### config.mk
export PLATFORM = sky130hd
export DESIGN_NAME = mc_controller_flat
export DESIGN_NICKNAME = d
export VERILOG_FILES = /design/src/rtl/mc_controller_pkg.sv /design/src/rtl/mc_controller_if.sv /design/src/rtl/mc_controller_cond_unit.sv /design/src/rtl/mc_controller.sv /design/src/flat_wrapper.sv
export SDC_FILE = /design/constraint.sdc
export NUM_CORES = 1
export LEC_CHECK = 0
export BUFFER_PORTS_ARGS = -buffer_cell sky130_fd_sc_hd__buf_2
export CAP_MARGIN = 20
export CELL_PAD_IN_SITES_DETAIL_PLACEMENT = 0
export CELL_PAD_IN_SITES_GLOBAL_PLACEMENT = 1
export CORE_MARGIN = 2
export CORE_UTILIZATION = 34
export CTS_BUF_LIST = sky130_fd_sc_hd__clkbuf_4
export CTS_CLUSTER_SIZE = 14
export DETAILED_ROUTE_END_ITERATION = 10
export GPL_ROUTABILITY_DRIVEN = 0
export PLACE_DENSITY = 0.83
export SKIP_LAST_GASP = 1
export SLEW_MARGIN = 20
export SYNTH_ARGS = -nofsm -noshare
export SYNTH_HDL_FRONTEND = slang
export SYNTH_HIERARCHICAL = 1
export SYNTH_SLANG_ARGS = --single-unit
### constraint.sdc
create_clock -name clk -period 2 [get_ports clk]
set_input_delay 0.2 -clock clk [delete_from_list [all_inputs] [get_ports clk]]
set_output_delay 0.2 -clock clk [all_outputs]
set_load 0.02 [all_outputs]
### src/rtl/mc_controller_pkg.sv
// mc_controller_pkg: shared state, ALU, condition, command and opcode encodings for the multicycle control unit
package mc_controller_pkg;
  typedef enum logic [3:0] {
    S_FETCH, S_DECODE, S_MEMADR, S_MEMRD, S_MEMWB, S_MEMWR,
    S_EXECR, S_EXECI, S_ALUWB, S_BRANCH, S_FAULT
  } state_t;
  localparam logic [3:0] ALU_ADD = 4'b0000;
  localparam logic [3:0] ALU_SUB = 4'b0001;
  localparam logic [3:0] ALU_AND = 4'b0010;
  localparam logic [3:0] ALU_ORR = 4'b0011;
  localparam logic [3:0] ALU_EOR = 4'b0100;
  localparam logic [3:0] ALU_PASSB = 4'b0101;
  localparam logic [3:0] CMD_AND = 4'b0000;
  localparam logic [3:0] CMD_EOR = 4'b0001;
  localparam logic [3:0] CMD_SUB = 4'b0010;
  localparam logic [3:0] CMD_ADD = 4'b0100;
  localparam logic [3:0] CMD_CMP = 4'b1010;
  localparam logic [3:0] CMD_ORR = 4'b1100;
  localparam logic [3:0] CMD_MOV = 4'b1101;
  localparam logic [3:0] COND_EQ = 4'b0000;
  localparam logic [3:0] COND_NE = 4'b0001;
  localparam logic [3:0] COND_CS = 4'b0010;
  localparam logic [3:0] COND_CC = 4'b0011;
  localparam logic [3:0] COND_MI = 4'b0100;
  localparam logic [3:0] COND_PL = 4'b0101;
  localparam logic [3:0] COND_VS = 4'b0110;
  localparam logic [3:0] COND_VC = 4'b0111;
  localparam logic [3:0] COND_HI = 4'b1000;
  localparam logic [3:0] COND_LS = 4'b1001;
  localparam logic [3:0] COND_GE = 4'b1010;
  localparam logic [3:0] COND_LT = 4'b1011;
  localparam logic [3:0] COND_GT = 4'b1100;
  localparam logic [3:0] COND_LE = 4'b1101;
  localparam logic [3:0] COND_AL = 4'b1110;
  localparam logic [1:0] OP_DP = 2'b00;
  localparam logic [1:0] OP_MEM = 2'b01;
  localparam logic [1:0] OP_BR = 2'b10;
  localparam logic [1:0] OP_UND = 2'b11;
  function automatic logic cmd_valid(input logic [3:0] c);
    return c inside {CMD_ADD, CMD_SUB, CMD_AND, CMD_ORR, CMD_EOR, CMD_MOV, CMD_CMP};
  endfunction
  function automatic logic [3:0] cmd_alu(input logic [3:0] c);
    return c == CMD_ADD ? ALU_ADD :
           (c == CMD_SUB || c == CMD_CMP) ? ALU_SUB :
           c == CMD_AND ? ALU_AND :
           c == CMD_ORR ? ALU_ORR :
           c == CMD_EOR ? ALU_EOR : ALU_PASSB;
  endfunction
endpackage

### src/rtl/mc_controller_if.sv
// mc_controller_if: instruction, flag and memory-ready inputs plus all datapath control outputs
interface mc_controller_if;
  logic [19:0] Instr;
  logic [3:0] ALUFlags;
  logic MemReady;
  logic PCWrite, IRWrite, RegWrite, MemWrite;
  logic AdrSrc, ALUSrcA;
  logic [1:0] ALUSrcB, ResultSrc, ImmSrc, RegSrc;
  logic [3:0] ALUControl;
  logic storedCarry, Fault;
  logic [3:0] StateDbg;
  modport master(
    input Instr, ALUFlags, MemReady,
    output PCWrite, IRWrite, RegWrite, MemWrite, AdrSrc, ALUSrcA,
    output ALUSrcB, ResultSrc, ImmSrc, RegSrc, ALUControl, storedCarry, Fault, StateDbg
  );
  modport slave(
    output Instr, ALUFlags, MemReady,
    input PCWrite, IRWrite, RegWrite, MemWrite, AdrSrc, ALUSrcA,
    input ALUSrcB, ResultSrc, ImmSrc, RegSrc, ALUControl, storedCarry, Fault, StateDbg
  );
endinterface

### src/rtl/mc_controller_cond_unit.sv
// mc_cond_unit: NZCV flag register, condition evaluation and S-bit gated flag writes
module mc_cond_unit
  import mc_controller_pkg::*;
(
  input  logic clk,
  input  logic reset,
  input  logic [3:0] cond,
  input  logic [3:0] alu_flags,
  input  logic flag_upd,
  input  logic s_bit,
  input  logic cv_upd,
  output logic cond_ex,
  output logic stored_carry
);
  logic [3:0] flags;
  logic n, z, c, v, nz_we, cv_we;
  assign {n, z, c, v} = flags;
  assign nz_we = flag_upd & s_bit & cond_ex;
  assign cv_we = nz_we & cv_upd;
  assign stored_carry = c;
  // condition check against the registered flags; 1111 never executes
  always_comb begin
    cond_ex = 1'b0;
    case (cond)
      COND_EQ: cond_ex = z;
      COND_NE: cond_ex = !z;
      COND_CS: cond_ex = c;
      COND_CC: cond_ex = !c;
      COND_MI: cond_ex = n;
      COND_PL: cond_ex = !n;
      COND_VS: cond_ex = v;
      COND_VC: cond_ex = !v;
      COND_HI: cond_ex = c & !z;
      COND_LS: cond_ex = !c | z;
      COND_GE: cond_ex = n == v;
      COND_LT: cond_ex = n != v;
      COND_GT: cond_ex = !z & (n == v);
      COND_LE: cond_ex = z | (n != v);
      COND_AL: cond_ex = 1'b1;
      default: cond_ex = 1'b0;
    endcase
  end
  // NZ follow any flag-setting op; CV only arithmetic ones
  always_ff @(posedge clk) begin
    if (reset) flags <= '0;
    else begin
      if (nz_we) flags[3:2] <= alu_flags[3:2];
      if (cv_we) flags[1:0] <= alu_flags[1:0];
    end
  end
endmodule

### src/rtl/mc_controller.sv
// mc_controller: multicycle ARM control FSM with memory wait timeout and sticky fault
module mc_controller
  import mc_controller_pkg::*;
#(
  parameter int MEM_TIMEOUT = 16,
  parameter int CNT_W = 8
) (
  input logic clk,
  input logic reset,
  mc_controller_if.master bus
);
  localparam logic [CNT_W-1:0] TMO = CNT_W'(MEM_TIMEOUT);
  state_t state, next;
  logic [CNT_W-1:0] cnt;
  logic [3:0] cond, cmd, rd;
  logic [1:0] op;
  logic i_bit, s_bit, u_bit, l_bit, rd15, cond_ex, in_exec, arith, wr_ok, waiting, tmo;
  logic unused_rn;
  assign cond = bus.Instr[19:16];
  assign op = bus.Instr[15:14];
  assign i_bit = bus.Instr[13];
  assign cmd = bus.Instr[12:9];
  assign u_bit = bus.Instr[11];
  assign s_bit = bus.Instr[8];
  assign l_bit = bus.Instr[8];
  assign rd = bus.Instr[3:0];
  assign unused_rn = ^bus.Instr[7:4];
  assign rd15 = rd == 4'hF;
  assign in_exec = state == S_EXECR || state == S_EXECI;
  assign arith = cmd == CMD_ADD || cmd == CMD_SUB || cmd == CMD_CMP;
  assign wr_ok = cmd != CMD_CMP;
  assign waiting = state == S_FETCH || state == S_MEMRD || state == S_MEMWR;
  assign tmo = MEM_TIMEOUT != 0 && cnt == TMO && !bus.MemReady;
  assign bus.ImmSrc = op;
  assign bus.RegSrc = {op == OP_MEM, op == OP_BR};
  assign bus.Fault = state == S_FAULT;
  assign bus.StateDbg = state;
  mc_cond_unit u_cond (
    .clk(clk),
    .reset(reset),
    .cond(cond),
    .alu_flags(bus.ALUFlags),
    .flag_upd(in_exec),
    .s_bit(s_bit),
    .cv_upd(arith),
    .cond_ex(cond_ex),
    .stored_carry(bus.storedCarry)
  );
  // state register and wait counter, which restarts on every state entry
  always_ff @(posedge clk) begin
    if (reset) begin
      state <= S_FETCH;
      cnt <= '0;
    end else begin
      state <= next;
      cnt <= next != state ? '0 : (waiting && !bus.MemReady) ? cnt + CNT_W'(1) : cnt;
    end
  end
  // next state and Moore control decode
  always_comb begin
    next = state;
    bus.PCWrite = 1'b0;
    bus.IRWrite = 1'b0;
    bus.RegWrite = 1'b0;
    bus.MemWrite = 1'b0;
    bus.AdrSrc = 1'b0;
    bus.ALUSrcA = 1'b0;
    bus.ALUSrcB = 2'b00;
    bus.ResultSrc = 2'b00;
    bus.ALUControl = ALU_ADD;
    case (state)
      S_FETCH: begin
        bus.ALUSrcA = 1'b1;
        bus.ALUSrcB = 2'b10;
        bus.ResultSrc = 2'b10;
        bus.IRWrite = bus.MemReady;
        bus.PCWrite = bus.MemReady;
        next = bus.MemReady ? S_DECODE : tmo ? S_FAULT : S_FETCH;
      end
      S_DECODE: begin
        bus.ALUSrcA = 1'b1;
        bus.ALUSrcB = 2'b10;
        next = op == OP_MEM ? S_MEMADR :
               op == OP_BR ? S_BRANCH :
               (op == OP_DP && cmd_valid(cmd)) ? (i_bit ? S_EXECI : S_EXECR) : S_FAULT;
      end
      S_MEMADR: begin
        bus.ALUSrcB = 2'b01;
        bus.ALUControl = u_bit ? ALU_ADD : ALU_SUB;
        next = l_bit ? S_MEMRD : S_MEMWR;
      end
      S_MEMRD: begin
        bus.AdrSrc = 1'b1;
        next = bus.MemReady ? S_MEMWB : tmo ? S_FAULT : S_MEMRD;
      end
      S_MEMWR: begin
        bus.AdrSrc = 1'b1;
        bus.MemWrite = cond_ex;
        next = bus.MemReady ? S_FETCH : tmo ? S_FAULT : S_MEMWR;
      end
      S_MEMWB: begin
        bus.ResultSrc = 2'b01;
        bus.RegWrite = cond_ex;
        bus.PCWrite = cond_ex & rd15;
        next = S_FETCH;
      end
      S_EXECR, S_EXECI: begin
        bus.ALUSrcB = state == S_EXECI ? 2'b01 : 2'b00;
        bus.ALUControl = cmd_alu(cmd);
        next = S_ALUWB;
      end
      S_ALUWB: begin
        bus.RegWrite = cond_ex & wr_ok;
        bus.PCWrite = cond_ex & wr_ok & rd15;
        next = S_FETCH;
      end
      S_BRANCH: begin
        bus.ALUSrcB = 2'b01;
        bus.ResultSrc = 2'b10;
        bus.PCWrite = cond_ex;
        next = S_FETCH;
      end
      default: next = S_FAULT;
    endcase
  end
endmodule
### src/flat_wrapper.sv
// flat-port wrapper written by rule: the top's interface ports become plain ports
module mc_controller_flat import mc_controller_pkg::*;
#(
  parameter int MEM_TIMEOUT = 16,
  parameter int CNT_W = 8
)
  (clk, reset, bus_Instr, bus_ALUFlags, bus_MemReady, bus_PCWrite, bus_IRWrite, bus_RegWrite, bus_MemWrite, bus_AdrSrc, bus_ALUSrcA, bus_ALUSrcB, bus_ResultSrc, bus_ImmSrc, bus_RegSrc, bus_ALUControl, bus_storedCarry, bus_Fault, bus_StateDbg);
  mc_controller_if bus_i ();
  input logic clk;
  input logic reset;
  input wire logic [$bits(bus_i.Instr)-1:0] bus_Instr;
  input wire logic [$bits(bus_i.ALUFlags)-1:0] bus_ALUFlags;
  input wire logic [$bits(bus_i.MemReady)-1:0] bus_MemReady;
  output wire logic [$bits(bus_i.PCWrite)-1:0] bus_PCWrite;
  output wire logic [$bits(bus_i.IRWrite)-1:0] bus_IRWrite;
  output wire logic [$bits(bus_i.RegWrite)-1:0] bus_RegWrite;
  output wire logic [$bits(bus_i.MemWrite)-1:0] bus_MemWrite;
  output wire logic [$bits(bus_i.AdrSrc)-1:0] bus_AdrSrc;
  output wire logic [$bits(bus_i.ALUSrcA)-1:0] bus_ALUSrcA;
  output wire logic [$bits(bus_i.ALUSrcB)-1:0] bus_ALUSrcB;
  output wire logic [$bits(bus_i.ResultSrc)-1:0] bus_ResultSrc;
  output wire logic [$bits(bus_i.ImmSrc)-1:0] bus_ImmSrc;
  output wire logic [$bits(bus_i.RegSrc)-1:0] bus_RegSrc;
  output wire logic [$bits(bus_i.ALUControl)-1:0] bus_ALUControl;
  output wire logic [$bits(bus_i.storedCarry)-1:0] bus_storedCarry;
  output wire logic [$bits(bus_i.Fault)-1:0] bus_Fault;
  output wire logic [$bits(bus_i.StateDbg)-1:0] bus_StateDbg;
  assign bus_i.Instr = bus_Instr;
  assign bus_i.ALUFlags = bus_ALUFlags;
  assign bus_i.MemReady = bus_MemReady;
  assign bus_PCWrite = bus_i.PCWrite;
  assign bus_IRWrite = bus_i.IRWrite;
  assign bus_RegWrite = bus_i.RegWrite;
  assign bus_MemWrite = bus_i.MemWrite;
  assign bus_AdrSrc = bus_i.AdrSrc;
  assign bus_ALUSrcA = bus_i.ALUSrcA;
  assign bus_ALUSrcB = bus_i.ALUSrcB;
  assign bus_ResultSrc = bus_i.ResultSrc;
  assign bus_ImmSrc = bus_i.ImmSrc;
  assign bus_RegSrc = bus_i.RegSrc;
  assign bus_ALUControl = bus_i.ALUControl;
  assign bus_storedCarry = bus_i.storedCarry;
  assign bus_Fault = bus_i.Fault;
  assign bus_StateDbg = bus_i.StateDbg;
  mc_controller #(.MEM_TIMEOUT(MEM_TIMEOUT), .CNT_W(CNT_W)) u_core (.clk(clk), .reset(reset), .bus(bus_i));
endmodule
# --- After elaboration in Yosys (flattened, before gate mapping) ---
# Index checks and enable logic that the tools add are counted.
totals:
  out_inout_bits: 24
  register_bits: 16
  inputBits: 27
  word_cells: 108
classes:
  reduce_logical: 26
  bitwise: 10
  muxes: 29
  add_sub_neg: 1
  eq_ne: 38
ops:
  columns: ["cell", "n"]
  rows:
  - ["4-bit == test (second input constant)", 14]
  - ["4-bit two-way mux", 13]
  - ["4-bit by 3-bit == test with 1-bit output (second input constant)", 9]
  - ["4-bit one-hot mux with 7 select lines", 1]
  - ["4-bit by 2-bit == test with 1-bit output (second input constant)", 5]
  - ["1-bit one-hot mux with 15 select lines", 1]
  - ["4-bit by 1-bit == test with 1-bit output (second input constant)", 3]
  - ["4-bit logical NOT", 3]
  - ["2-bit OR reduction", 6]
  - ["8-bit by 1-bit adder with 8-bit output (second input constant)", 1]
  - ["1-bit AND", 8]
  - ["8-bit by 5-bit == test with 1-bit output (second input constant)", 1]
  - ["1-bit two-way mux", 8]
  - ["4-bit one-hot mux with 2 select lines", 1]
  - ["7-bit nonzero test", 1]
  - ["1-bit logical OR", 6]
  - ["2-bit one-hot mux with 3 select lines", 1]
  - ["1-bit logical NOT", 5]
  - ["4-bit != test", 1]
  - ["4-bit != test (second input constant)", 1]
  - ["1-bit one-hot mux with 4 select lines", 1]
  - ["2-bit one-hot mux with 2 select lines", 1]
  - ["1-bit logical AND", 3]
  - ["3-bit two-way mux", 1]
  - ["8 further kinds", 9]

# --- Longest topological paths before layout ---
depth:
  depth_word: 9
  depth_mapped: 8
  mapped_depth_nobuf: 7

# --- Hierarchy ---
# Netlist, hierarchy kept.
modules_own_cells:
  columns: ["mod", "area_each_um2", "n_inst", "cells_each", "seq_area_each_um2"]
  rows:
  - ["mc_controller", 1189.9, 1, 153, 240.2]
  - ["mc_cond_unit", 429.2, 1, 51, 80.1]

# --- Worst setup path after synthesis ---
# No wires, ideal clock.
synth_timing:
  kind: "register to output"
  startpoint: "register u_core.state[2] (netlist: u_core/bus.StateDbg[2])"
  endpoint: "output bus_PCWrite"
  arrival_ns: 2.051
  required_ns: 1.800
  path_buffers: 2
  stages_incl_launch_ff: 6
  slack_ns: -0.251
  path_cell_list: "dfxtp_1 -> buf_2 -> or2_1 -> clkbuf_1 -> nor4b_1 -> a31o_2"
synth_between:
  elab_chain_len: 2
  elab_cells_between_ends: 5
  classes_between: "3 x eq/ne; 1 x mux; 1 x reduce/logical"
synth_rtl:
  columns: ["item", "line_no", "rtl"]
  rows:
  - ["from (decl)", "mc_controller.sv:13", "state_t state, next;"]
  - ["from (signal assigned)", "mc_controller.sv:55", "state <= next;"]
  - ["4-bit == test (tied with other cells)", "mc_controller.sv:71", "case (state)"]
  - ["1-bit one-hot mux with 4 select lines *", "mc_controller.sv:71", null]
  - ["to (decl)", "flat_wrapper.sv:14", "output wire logic [$bits(bus_i.PCWrite)-1:0] bus_PCWrite;"]
# Every way passes the cells marked *; elsewhere a longest branch is shown, timed or not.

# --- Final worst setup path ---
layout_timing:
  startpoint: "register u_core.u_cond.flags[0]"
  endpoint: "output bus_RegWrite"
layout_between:
  elab_chain_len: 5
  elab_cells_between_ends: 8
  classes_between: "2 x eq/ne; 2 x mux; 3 x bitwise; 1 x reduce/logical"
layout_rtl:
  columns: ["item", "line_no", "rtl"]
  rows:
  - ["from (decl)", "mc_controller_cond_unit.sv:15", "logic [3:0] flags;"]
  - ["from (signal assigned)", "mc_controller_cond_unit.sv:48", "if (cv_we) flags[1:0] <= alu_flags[1:0];"]
  - ["1-bit != test / 1-bit == test (equally long branches)", null, null]
  - ["1-bit bitwise OR / 1-bit AND (equally long branches)", "mc_controller_cond_unit.sv:38, mc_controller_cond_unit.sv:37", null]
  - ["1-bit one-hot mux with 15 select lines *", "mc_controller_cond_unit.sv:24", "case (cond)"]
  - ["named net u_core.cond_ex", "mc_controller.sv:17", "logic i_bit, s_bit, u_bit, l_bit, rd15, cond_ex, in_exec, arith, wr_ok, waiting, tmo;"]
  - ["1-bit AND", "mc_controller.sv:113", "bus.RegWrite = cond_ex & wr_ok;"]
  - ["1-bit one-hot mux with 2 select lines *", "mc_controller.sv:71", null]
  - ["to (decl)", "flat_wrapper.sv:16", "output wire logic [$bits(bus_i.RegWrite)-1:0] bus_RegWrite;"]
# The timed path passes the listed nets; every way through them passes the cells marked *.

==> results.sh <==
export IMPL_run_status="complete, but fails checks"
export IMPL_failed_checks="setup timing"
export IMPL_timing_critical_path_cells="xnor2_2 > a2111o_1 > o2111a_2 > a21oi_4 > and4_1 > buf_6"
export IMPL_final_critical_path_setup_slack_ps=-61.3
export IMPL_yosys_area_share_adder_pct=1.55
export IMPL_crit_path_start_kind="flip-flop"
export IMPL_max_stage_delay_on_crit_path_ps=380
export IMPL_post_synth_xor_area_fraction_pct=7.03
export IMPL_clock_root_buffer="clkbuf_4"
export IMPL_power_density_mw_per_mm2=501
export IMPL_drt_iter0_markers=78
export IMPL_final_max_slew_violation_count=0
export IMPL_fmax_mhz=485
export IMPL_start_util_pct=34.7
export IMPL_yosys_register_bits=16
export IMPL_yosysSeqAreaShare_pct=19.8
export IMPL_path_category_of_the_worst_min_delay_check="primary input to flip-flop"
export IMPL_critical_path_reg2reg_startpoint="u_core/bus.StateDbg[3]$_SDFF_PP0_"
export IMPL_synth_yosys_warnings=6
export IMPL_synth_fp_nets=233
export IMPL_r2r_slack_ps=0
export IMPL_dieWidth_um=73.0
export IMPL_final_min_clock_period_ps=2060
export IMPL_synth_enable_flop_cells=0
export IMPL_antenna_cells=0
export IMPL_ys_top_cells_by_area="dfxtp_1 (20%), nand2b_1 (4.6%), nor4_1 (4.6%), xor2_1 (3.8%), nor3_1 (3.7%)"
export IMPL_antenna_left=0
export IMPL_yosys_area_top_type="dfxtp_1"
export IMPL_avgSynthCellArea_um2=7.94
export IMPL_yosysTopAreaCellShare_pct=19.8
export IMPL_critical_path_peak_fanout=6
export IMPL_wirelength_um=4410
export IMPL_synth_cell_type_count=59
export IMPL_grt_first_pass_wirelength_um=7320
export IMPL_clock_skew_after_layout_ps=2.56
export IMPL_placement_setup_worst_slack_ps=-53.8
export IMPL_finalPower_mw=1.14
export IMPL_cts_made_buffers=3
export IMPL_synth_compound_area_share_pct=24.4
export IMPL_vdd_ir_drop_max_uv=369
export IMPL_final_hold_violation_count=0
export IMPL_synth_simple_gate_area_share_pct=35.9
export IMPL_io_pin_count=51
export IMPL_hold_path_endpoint="u_core/u_cond/flags[1]$_SDFFE_PP0P_"
export IMPL_synthesis_instances=204
export IMPL_final_min_period_over_clock_period_pct=103
export IMPL_dp_cells=320
export IMPL_first_global_vias=1649
export IMPL_rsz0062_at_grt="yes"
export IMPL_asyncSetResetFlopFracSynth_pct=0
export IMPL_post_drt_wl_per_cell_um=13.5
export IMPL_path_clk_slew_ps=90
export IMPL_synth_mux_area_share_pct=3.09
export IMPL_largest_family_of_logic_cells_by_synthesized_area="simple AND/OR/NAND/NOR gates"
export IMPL_final_core_utilization_pct=48.9
export IMPL_final_global_route_overflow_total=0
export IMPL_mappedNetlistArea_mm2=0.00162
export IMPL_timing_reg2reg_worst_path_depth=8
export IMPL_critPathKind="flip-flop to output port"
export IMPL_min_from="bus_ALUFlags[1]"
export IMPL_finalSetupViolations=3
export IMPL_cellLeakagePower_nw=0.910
export IMPL_drv_cap=0
export IMPL_fp_dieH_um=73.0
export IMPL_num_vias=1798
export IMPL_worst_ep_arrival_time_ps=1860
export IMPL_port_buffers=45
export IMPL_floorplan_die_area_mm2=0.00533
export IMPL_detailed_placer_s_ending_hpwl_um=3420
export IMPL_holdBufCountCts=0
export IMPL_post_synth_top_cells="dfxtp_1 (16), nor2_1 (14), nand2b_1 (12), nor3_1 (12), nor4_1 (12)"
export IMPL_area_growth_syn_to_layout_pct=40.7
export IMPL_flip_flop_cell_with_the_highest_count_after_synthesis="dfxtp_1"
export IMPL_finalNonFillerCells=328
export IMPL_clock_sink_count=16
export IMPL_crit_slowest_cell="dfxtp_4"
export IMPL_floorplan_core_area_mm2=0.00466
export IMPL_gr_usage_all_layers_pct=16.9
export IMPL_timing_hold_worst_path_depth=3
export IMPL_num_rows=25
export IMPL_r2r_end="u_core/cnt[1]$_SDFFE_PP0P_"
export IMPL_clk_insertion_delay_late_ps=280
export IMPL_grt_antenna_before_repair=0
export IMPL_grt_start_max_net_pins=14
export IMPL_drt_pass1_iter_count=6
export IMPL_drc=0
export IMPL_synthMostInstantiatedCell="dfxtp_1"
export IMPL_crit_required_ps=1800
export IMPL_clock_tree_htree_level_count=1
export IMPL_tritoncts="yes"
export IMPL_endpoint_kind_of_the_worst_setup_timing_path="output port"
export IMPL_vias_per_cell=5.48
export IMPL_final_nets=304
export IMPL_max_clock_path_buffers=2
export IMPL_drive_above_1_share_pct=43.8
[worst max path at each step]
stage,start,to,slack [ps],depth (start not counted)
detailed placement,u_core/bus.StateDbg[1]$_SDFF_PP0_,u_core/cnt[1]$_SDFFE_PP0P_,-50,6
global route,u_core/u_cond/flags[0]$_SDFFE_PP0P_,bus_MemWrite,-160,7
CTS,u_core/u_cond/flags[0]$_SDFFE_PP0P_,bus_MemWrite,-100,7
floorplan,u_core/bus.StateDbg[1]$_SDFF_PP0_,u_core/cnt[0]$_SDFFE_PP0P_,-10,6
global placement,u_core/bus.StateDbg[2]$_SDFF_PP0_,u_core/cnt[1]$_SDFFE_PP0P_,3,7
finish,u_core/u_cond/flags[0]$_SDFFE_PP0P_,bus_RegWrite,-60,6
[kinds of logic (layout without fill, tap and decap cells)]
kind of cell,Yosys count,in the layout
multiplexers,5,5
other,1,1
AND/OR/NAND/NOR,96,96
buffers and inverters,27,97
adder cells (fa/ha/maj),2,2
flip-flops,16,16
XOR/XNOR,13,13
AO/OA/AOI/OAI,44,44
[worst max-delay path: cells and delay by family, from the launching register on]
family,cells,cell delay (ps)
XOR/XNOR,1,140
AND/OR/NAND/NOR,1,230
flip-flops,1,380
buffers and inverters,1,120
AO/OA/AOI/OAI,3,720
[repair_timing]
action | 4_1_cts | 5_1_grt
pin swaps | 7 | 2
gates resized for setup | 24 | 5
setup endpoints to repair | 11 | 11
setup buffers | 5 | 0
[registers in the layout, summed over array words and instances, names as in the netlist]
| name | flops |
|---|---|
| u_core/cnt | 8 |
| u_core/u_cond/flags | 4 |
| u_core/bus.StateDbg | 4 |
[placed cells by master, fill, tap and decap left out, types with 2 or more instances in the layout]
cell type  netlist  routed
a41oi_1          2       2
nor4b_1          3       2
nor4_2           0       4
or2b_1           2       2
nand4_1          4       4
mux2i_1          5       5
inv_1            9       8
nand2_1         10      10
ha_1             2       2
buf_4            5      37
a211oi_2         2       2
clkbuf_4         0       3
o211ai_1         2       2
nand3b_1         3       3
nor4_1          12       8
o21ai_0          7       7
dfxtp_1         16       9
nor2_1          14      14
xor2_1           7       7
nor3b_1          3       3
o22ai_1          2       2
buf_2            7      42
a211oi_1         2       2
nand3_1          3       3
nor2b_1          5       5
a2111oi_4        2       2
dfxtp_2          0       2
dfxtp_4          0       5
buf_6            0       4
a21oi_1          6       5
nand2b_1        12      12
a31oi_1          2       2
nor3_1          12      11
xnor2_1          6       5
or3b_1           2       2
[cell type report]
cell class | count | area (um^2)
Timing Repair Buffer | 84 | 553
Fill cell | 466 | 2380
Inverter | 9 | 33.8
Clock inverter | 1 | 3.75
Tap cell | 54 | 67.6
Multi-Input combinational cell | 161 | 1260
Sequential cell | 16 | 342
Clock buffer | 3 | 22.5
[per-layer routing]
layer | track usage (%) | routed length, um | vias up
li1 | - | - | 909
met1 | 23.8 | 2090 | 846
met2 | 28.0 | 2110 | 41
met3 | 2.62 | 187 | 2
met4 | 2.06 | 21 | 0
met5 | 0 | 0 | -
[power by group]
part | total (mW) | internal (mW) | switching (mW)
sequential | 0.346 | 0.328 | 0.0189
clock | 0.174 | 0.0724 | 0.101
combinational | 0.620 | 0.280 | 0.340
total | 1.14 | 0.680 | 0.460
[through the flow]
stage               setup TNS, ps  hold WS (ps)  instance area [um^2]
global placement                0           479                  2120
global route                -1290           158                  2280
CTS                          -195           164                  2260
floorplan                   -71.3           265                  1660
detailed placement           -107           489                  2120
finish                       -145           165                  2280
Power figures use the tool's default switching activity.
